$ cat config.mk
export PLATFORM = sky130hd
export DESIGN_NAME = uart_tx
export DESIGN_NICKNAME = d
export VERILOG_FILES = /design/src/rtl/uart_tx.sv
export SDC_FILE = /design/constraint.sdc
export NUM_CORES = 1
export LEC_CHECK = 0
export BUFFER_PORTS_ARGS = -buffer_cell sky130_fd_sc_hd__buf_4
export CAP_MARGIN = 30
export CORE_AREA = 8 8 50 82
export CTS_CLUSTER_SIZE = 10
export DETAILED_ROUTE_END_ITERATION = 10
export DIE_AREA = 0 0 58 90
export PLACE_DENSITY = 0.56
export SLEW_MARGIN = 0
export SYNTH_ARGS = -nofsm -noshare
export SYNTH_HDL_FRONTEND = slang
export SYNTH_SLANG_ARGS = --single-unit
$ cat constraint.sdc
create_clock -name clk -period 4.7 [get_ports clk]
set_input_delay 0.235 -clock clk [delete_from_list [all_inputs] [get_ports clk]]
set_output_delay 0.235 -clock clk [all_outputs]
set_load 0.005 [all_outputs]
$ cat src/rtl/uart_tx.sv
// UART serial transmitter: start bit, NB_DATA data bits LSB-first, one stop bit,
// each bit held for S_TICK baud ticks.
module uart_tx #(
    parameter int NB_DATA = 8,
    parameter int S_TICK  = 16
) (
    input  logic               clk,
    input  logic               reset,
    input  logic               tx_start,
    input  logic               s_tick,
    input  logic [NB_DATA-1:0] data_in,
    output logic               tx,
    output logic               tx_busy,
    output logic               tx_done_tick
);

    localparam int TW = (S_TICK  > 1) ? $clog2(S_TICK)  : 1;
    localparam int BW = (NB_DATA > 1) ? $clog2(NB_DATA) : 1;
    localparam logic [TW-1:0] TICK_LAST = TW'(S_TICK - 1);
    localparam logic [BW-1:0] BIT_LAST  = BW'(NB_DATA - 1);

    typedef enum logic [1:0] {IDLE, START, DATA, STOP} state_t;

    state_t             state;
    logic [TW-1:0]      tick_cnt;
    logic [BW-1:0]      bit_cnt;
    logic [NB_DATA-1:0] shreg;
    logic               tx_reg;
    logic               tick_end;

    assign tick_end = s_tick && (tick_cnt == TICK_LAST);

    always_ff @(posedge clk) begin
        if (!reset) begin
            state    <= IDLE;
            tick_cnt <= '0;
            bit_cnt  <= '0;
            shreg    <= '0;
            tx_reg   <= 1'b1;
        end else begin
            case (state)
                IDLE: begin
                    tx_reg <= 1'b1;
                    if (tx_start) begin
                        shreg    <= data_in;
                        tick_cnt <= '0;
                        state    <= START;
                    end
                end
                START: begin
                    tx_reg <= 1'b0;
                    if (s_tick) begin
                        if (tick_end) begin
                            tick_cnt <= '0;
                            bit_cnt  <= '0;
                            state    <= DATA;
                        end else begin
                            tick_cnt <= tick_cnt + 1'b1;
                        end
                    end
                end
                DATA: begin
                    tx_reg <= shreg[0];
                    if (s_tick) begin
                        if (tick_end) begin
                            tick_cnt <= '0;
                            shreg    <= shreg >> 1;
                            if (bit_cnt == BIT_LAST) begin
                                state <= STOP;
                            end else begin
                                bit_cnt <= bit_cnt + 1'b1;
                            end
                        end else begin
                            tick_cnt <= tick_cnt + 1'b1;
                        end
                    end
                end
                STOP: begin
                    tx_reg <= 1'b1;
                    if (s_tick) begin
                        if (tick_end) begin
                            tick_cnt <= '0;
                            state    <= IDLE;
                        end else begin
                            tick_cnt <= tick_cnt + 1'b1;
                        end
                    end
                end
                default: state <= IDLE;
            endcase
        end
    end

    // Gated by reset so an aborted frame never reports completion.
    assign tx_done_tick = reset && (state == STOP) && tick_end;
    assign tx_busy      = (state != IDLE);
    assign tx           = tx_reg;

endmodule

== Yosys cells after proc, flatten, opt, wreduce, memory -nomap -nowiden ==
Index checks and enable logic that the tools add are counted.

* Register bits: 18
* Input bits: 12
* Output and inout port bits: 3
* Word-level logic and storage cells: 59

* $add $sub $neg: 2
* Equal/unequal tests: 15
* Muxes and demuxes: 24
* Reductions and logical operators: 13

{| class="wikitable"
|+ Operator list
! operator !! count
|-
| two-way mux 8 bit || 3
|-
| != test 2 bit (second input constant) || 9
|-
| two-way mux 2 bit || 8
|-
| case mux 8 bit (2 select lines) || 1
|-
| two-way mux 3 bit || 5
|-
| two-way mux 4 bit || 3
|-
| case mux 2 bit (4 select lines) || 1
|-
| case mux 4 bit (2 select lines) || 1
|-
| AND reduction 8 bit || 1
|-
| case mux 3 bit (2 select lines) || 1
|-
| AND reduction 6 bit || 1
|-
| nonzero test 2 bit || 3
|-
| adder 4 x 1 -> 4 bit (second input constant) || 1
|-
| == test 2 bit (second input constant) || 2
|-
| == test 4 bit (second input constant) || 1
|-
| AND reduction 4 bit || 1
|-
| adder 3 x 1 -> 3 bit (second input constant) || 1
|-
| == test 3 bit (second input constant) || 1
|-
| logical AND 1 bit || 3
|-
| case mux 1 bit (3 select lines) || 1
|-
| OR reduction 3 bit || 1
|-
| == test 2 x 1 -> 1 bit (second input constant) || 1
|-
| zero test 2 bit || 1
|-
| != test 2 x 1 -> 1 bit (second input constant) || 1
|-
| 2 further kinds || 2
|}

== Logic depth before layout (Yosys ltp) ==
* Depth in word-level cells: 5
* Depth in mapped cells: 8
* Mapped depth without buffers: 6

== Worst setup path before layout ==
Ideal clock, no wire load.

* Path kind: register to register
* Start: register state[0]
* End: register state[0]
* Setup time: 79 ps
* Arrival: 1,704 ps
* Required time: 4,621 ps
* Slack: 2,917 ps
* Stages on the path, launching flop included: 8
* Path buffers: 1
* Clock period less this slack: 1,783 ps
* Cells stage by stage: dfxtp_1 > inv_1 > ha_1 > buf_6 > or3_4 > a221oi_4 > nor2_2 > a211oi_2

* Cells in the longest elaborated chain, start to end: 3
* Elaborated cells between the ends (all ways): 14
* Those cells by class: eq/ne: 11; mux: 1; reduce/logical: 2

{| class="wikitable"
|+ Ends and longest elaborated chain
! item !! line !! text
|-
| from (decl) || 24 || <nowiki>state_t state;</nowiki>
|-
| from (signal assigned) || 35 || <nowiki>state <= IDLE;</nowiki>
|-
| from (signal assigned) || 47 || <nowiki>state <= START;</nowiki>
|-
| from (signal assigned) || 56 || <nowiki>state <= DATA;</nowiki>
|-
| == test 2 bit, or another cell as far along || 41 || <nowiki>case (state)</nowiki>
|-
| != test 2 bit (no line) || - ||
|-
| AND reduction 8 bit (no line) || - ||
|}

Parallel ways exist; a longest one is shown, timed or not.
A chain may end at the register's enable or synchronous reset.

== Worst setup path after layout ==
Ends and elaborated chain as after synthesis.

==> flow_results.org <==
** Clocking
- The number of clock buffers added by TritonCTS is 3.
- CTS tree :: yes
- Post-cts hold buffer count :: 0
- H-tree depth reported by CTS :: 1
- Clock latency reported for the late side of the worst-skew pair :: between 200 and 300 ps
- Clock slew at the register clock pins of the worst setup and hold paths :: 70 ps
- Counting every sink on the clock net gives 18.
- Root buf cell :: sky130_fd_sc_hd__clkbuf_8
- Once the clock tree was built, the setup fixing pass inserted 0 buffers.
- Post-CTS sizing :: 0
- Max clock buf depth :: 2

** Power and ir drop
- For this design the ratio of total power to cell area is 552 nW/um^2.
- Highest ir drop seen on vdd :: roughly 0.00024 V
- After layout, the design draws a total of 639 uW.
- For this design the static power due to leakage is around 0.45 nW.

** Synth
- Synth Register Bits :: 18
- Number of nets in the synthesized netlist :: 123
- Of all cell types, the one taking the most synthesized area is sky130_fd_sc_hd__dfxtp_1.
- Avg Synthesized Cell Area :: 9.49 um^2
- Mux contribution to synthesized area :: 11.2%
- Of the total synthesized cell area, the portion taken by XOR and XNOR cells is 0%.
- Dominant combinational cell family by area after synthesis :: simple AND/OR/NAND/NOR gates
- Proportion of synthesized chip area in sequential cells :: a little over a third
- After technology mapping, the gate count stands at 104.
- Post-synthesis share of cell area spent on full adders, half adders and majority gates :: 8.87%
- Simple-gate area share of the yosys netlist :: 20.4%
- Unique cell type count in the Yosys netlist :: 30
- During synthesis, Yosys emitted a total of 0 warnings.
- Complex-gate fraction of the synthesized area :: a little under a fifth
- Summed instance area of the synthesized netlist :: 987 um^2
- By area the synthesized netlist is led by sky130_fd_sc_hd__dfxtp_1 (37%), sky130_fd_sc_hd__mux2i_1 (11%), sky130_fd_sc_hd__ha_1 (8.9%).
- In this run the biggest area consumer among cell types represents 36.5% of the synthesized area.

** GRT
- Global routing used 8.48% of the available tracks.
- Number of global-route vias before repair :: 835
- Pin count of the biggest net entering global routing :: 20
- Grt ovf :: 0
- Initial antenna violation count :: 0
- The first global-routing pass estimated 3570 um of wire.

** Floorplan
- Die X-Extent :: 58 um
- FP Rows :: 27
- 15 I/O pins were placed.
- For this configuration, the core starts out at a cell density of 32.5%.
- Die height :: around 90 um
- Floorplan Core Area :: around 3000 um^2
- Total die area :: 5220 um^2

** Cells and area
- The library cell used most frequently in the layout, excluding fill and tap cells, is sky130_fd_sc_hd__dfxtp_1.
- Compared with the post-synthesis result, the final layout area differs by 17.1%.
- Commonest cells after routing, fill and taps aside :: sky130_fd_sc_hd__dfxtp_1 (18), sky130_fd_sc_hd__nor2_1 (15), sky130_fd_sc_hd__buf_4 (14)
- Register containing the most flip-flops in the final layout :: shreg
- Final net count :: 138
- Inserted Diodes :: 0
- Share of post-route cells with drive strength above 1 :: 20.3%
- Number of flip-flops in the largest register :: 8
- The largest registers in the layout are shreg (8), tick_cnt (4), bit_cnt (3).

** Placement
- Worst slack, placed :: 2530 ps
- Port buffer count :: 14
- Routability-driven placement finished with a final weighted congestion of 0.715.
- Detailed-placement wirelength estimate :: ~1500 um

** Timing
- Final hold analysis gives a worst-case slack of ~220 ps.
- Final setup violation count :: 0
- After layout, the worst path uses approximately 46% of the clock period.
- The clock arrives with 3.50 ps of skew.
- After layout, the worst setup slack is approximately 2500 ps.
- Max Freq :: 459 MHz
- Slew at the pin closest to its max-slew limit :: a little under 900 ps
- Unrepaired setup endpoints after global routing :: false
- The smallest clock period supported by the final layout is computed as 2180 ps.
- In this run the tightest slew margin relative to its limit is 42.2%.
- Final-report max-slew violation count :: 0
- For the final routed database, the setup TNS stands at 0 ps.
- Endpoints failing hold :: 0

** Route
- For this block, the via count after detailed routing is 775.
- Routed wire per std cell :: 13.7 um
- In this run the remaining antenna-violating nets after routing total 0.
- Detailed-route wire length :: 2010 um
- Starting DRT DRC Count :: 4
- Detail-routed via count per cell :: 5.27
- For this run, design rule violations remaining after detail routing come to 0.
- The first detailed-routing pass took 4 iterations.

** Setup path
- STA classifies the critical path endpoint as a register.
- R2R Path End :: state[0]
- Startpoint of the worst setup timing path :: state[0]
- For flop-to-flop paths, the worst setup slack is 2520 ps.
- Worst reg2reg startpoint :: state[0]
- CP arrival :: 2360 ps
- Critical path startpoint category :: register
- On the worst path, the slowest cell contributes a delay of 530 ps.
- The critical path in this run is classified as register to register.
- Crit-path max FO :: 19
- Worst Path Required :: 4880 ps
- Traced cell by cell, the critical path runs through inv_1 > ha_1 > or3_4 > a221oi_4 > nor2_2 > a211oi_2.
- Worst path slowest cell :: sky130_fd_sc_hd__or3_4
- The number of cells on the worst reg-to-reg path is 6.

** Run
- Across the run, the number of max-cap violations was 0.

** Min path
- Worst Hold Path EP :: tx
- Worst hold path cell count :: 2
- Worst hold start :: reset
- Path category of the worst min-delay check :: input pin to register

** Outcome
- The run finished with clean final reports.
## cells by family after synthesis
group           count (synthesis)
buf+inv                         8
fa+ha+maj                       7
simple gates                   38
flops                          18
compound gates                 22
mux                            11
## final cells by class
| cell class | count | area (um^2) |
|---|---|---|
| inverters | 4 | 15.0 |
| clock buffers | 4 | 55.1 |
| fillers | 320 | 1880 |
| repair buffers | 14 | 105 |
| flip-flops and latches | 18 | 360 |
| multi-input cells | 78 | 584 |
| well taps | 29 | 36.3 |
## layer usage
metal  global-route usage [%]  part of all wire [%]  vias to the layer above
met5                        0                     0                        -
met4                     4.94                   2.6                        0
met3                     2.14                   4.0                        5
met2                     14.8                    51                       17
met1                     8.65                    43                      356
li1                         -                     -                      397
## cells in the mapped netlist
master,instances
sky130_fd_sc_hd__a21boi_0,1
sky130_fd_sc_hd__buf_6,1
sky130_fd_sc_hd__a21oi_1,4
sky130_fd_sc_hd__nand3b_1,1
sky130_fd_sc_hd__mux2i_1,11
sky130_fd_sc_hd__nand4_4,1
sky130_fd_sc_hd__nand3_1,3
sky130_fd_sc_hd__nor3_1,1
sky130_fd_sc_hd__a211oi_2,1
sky130_fd_sc_hd__nor2b_1,2
sky130_fd_sc_hd__buf_4,1
sky130_fd_sc_hd__nand2b_1,4
sky130_fd_sc_hd__o21ai_0,2
sky130_fd_sc_hd__a211oi_1,7
sky130_fd_sc_hd__nor2_2,1
sky130_fd_sc_hd__dfxtp_1,18
sky130_fd_sc_hd__a31oi_1,2
sky130_fd_sc_hd__a32oi_1,1
sky130_fd_sc_hd__o22ai_1,1
sky130_fd_sc_hd__o31ai_1,1
sky130_fd_sc_hd__or3_4,1
sky130_fd_sc_hd__buf_2,1
sky130_fd_sc_hd__ha_1,7
sky130_fd_sc_hd__nand2_1,6
sky130_fd_sc_hd__clkbuf_1,1
sky130_fd_sc_hd__inv_1,4
sky130_fd_sc_hd__a221oi_4,1
sky130_fd_sc_hd__and2_1,3
sky130_fd_sc_hd__a22oi_4,1
sky130_fd_sc_hd__nor2_1,15
## report_power, final
part           switching [mW]  internal, mW  total, mW
sequential             0.0259         0.196      0.222
combinational           0.154         0.136      0.290
clock                  0.0526        0.0744      0.127
## worst max-delay path by stage
stage                     cells past startpoint       end
final                                         6  state[0]
after global routing                          6  shreg[5]
after CTS                                     6  state[0]
after detailed placement                      6  state[0]
after global placement                        6  state[0]
after floorplan                               7  state[0]
## critical path: cells and delay by family, from the launching register on
kind | cells | cell delay, ps
buffers and inverters | 1 | 80
and+or+nand+nor | 2 | 590
AOI/OAI and AO/OA | 2 | 530
DFF | 1 | 400
adders and majority gates | 1 | 500
## metrics by stage
step	area, um^2	instances	util (%)
after global routing	1160	147	38.0
after floorplan	987	104	-
after detailed placement	1100	143	36.2
after CTS	1160	147	38.0
final	1160	147	38.0
after global placement	1100	143	36.2
Power figures use the tool's default switching activity.
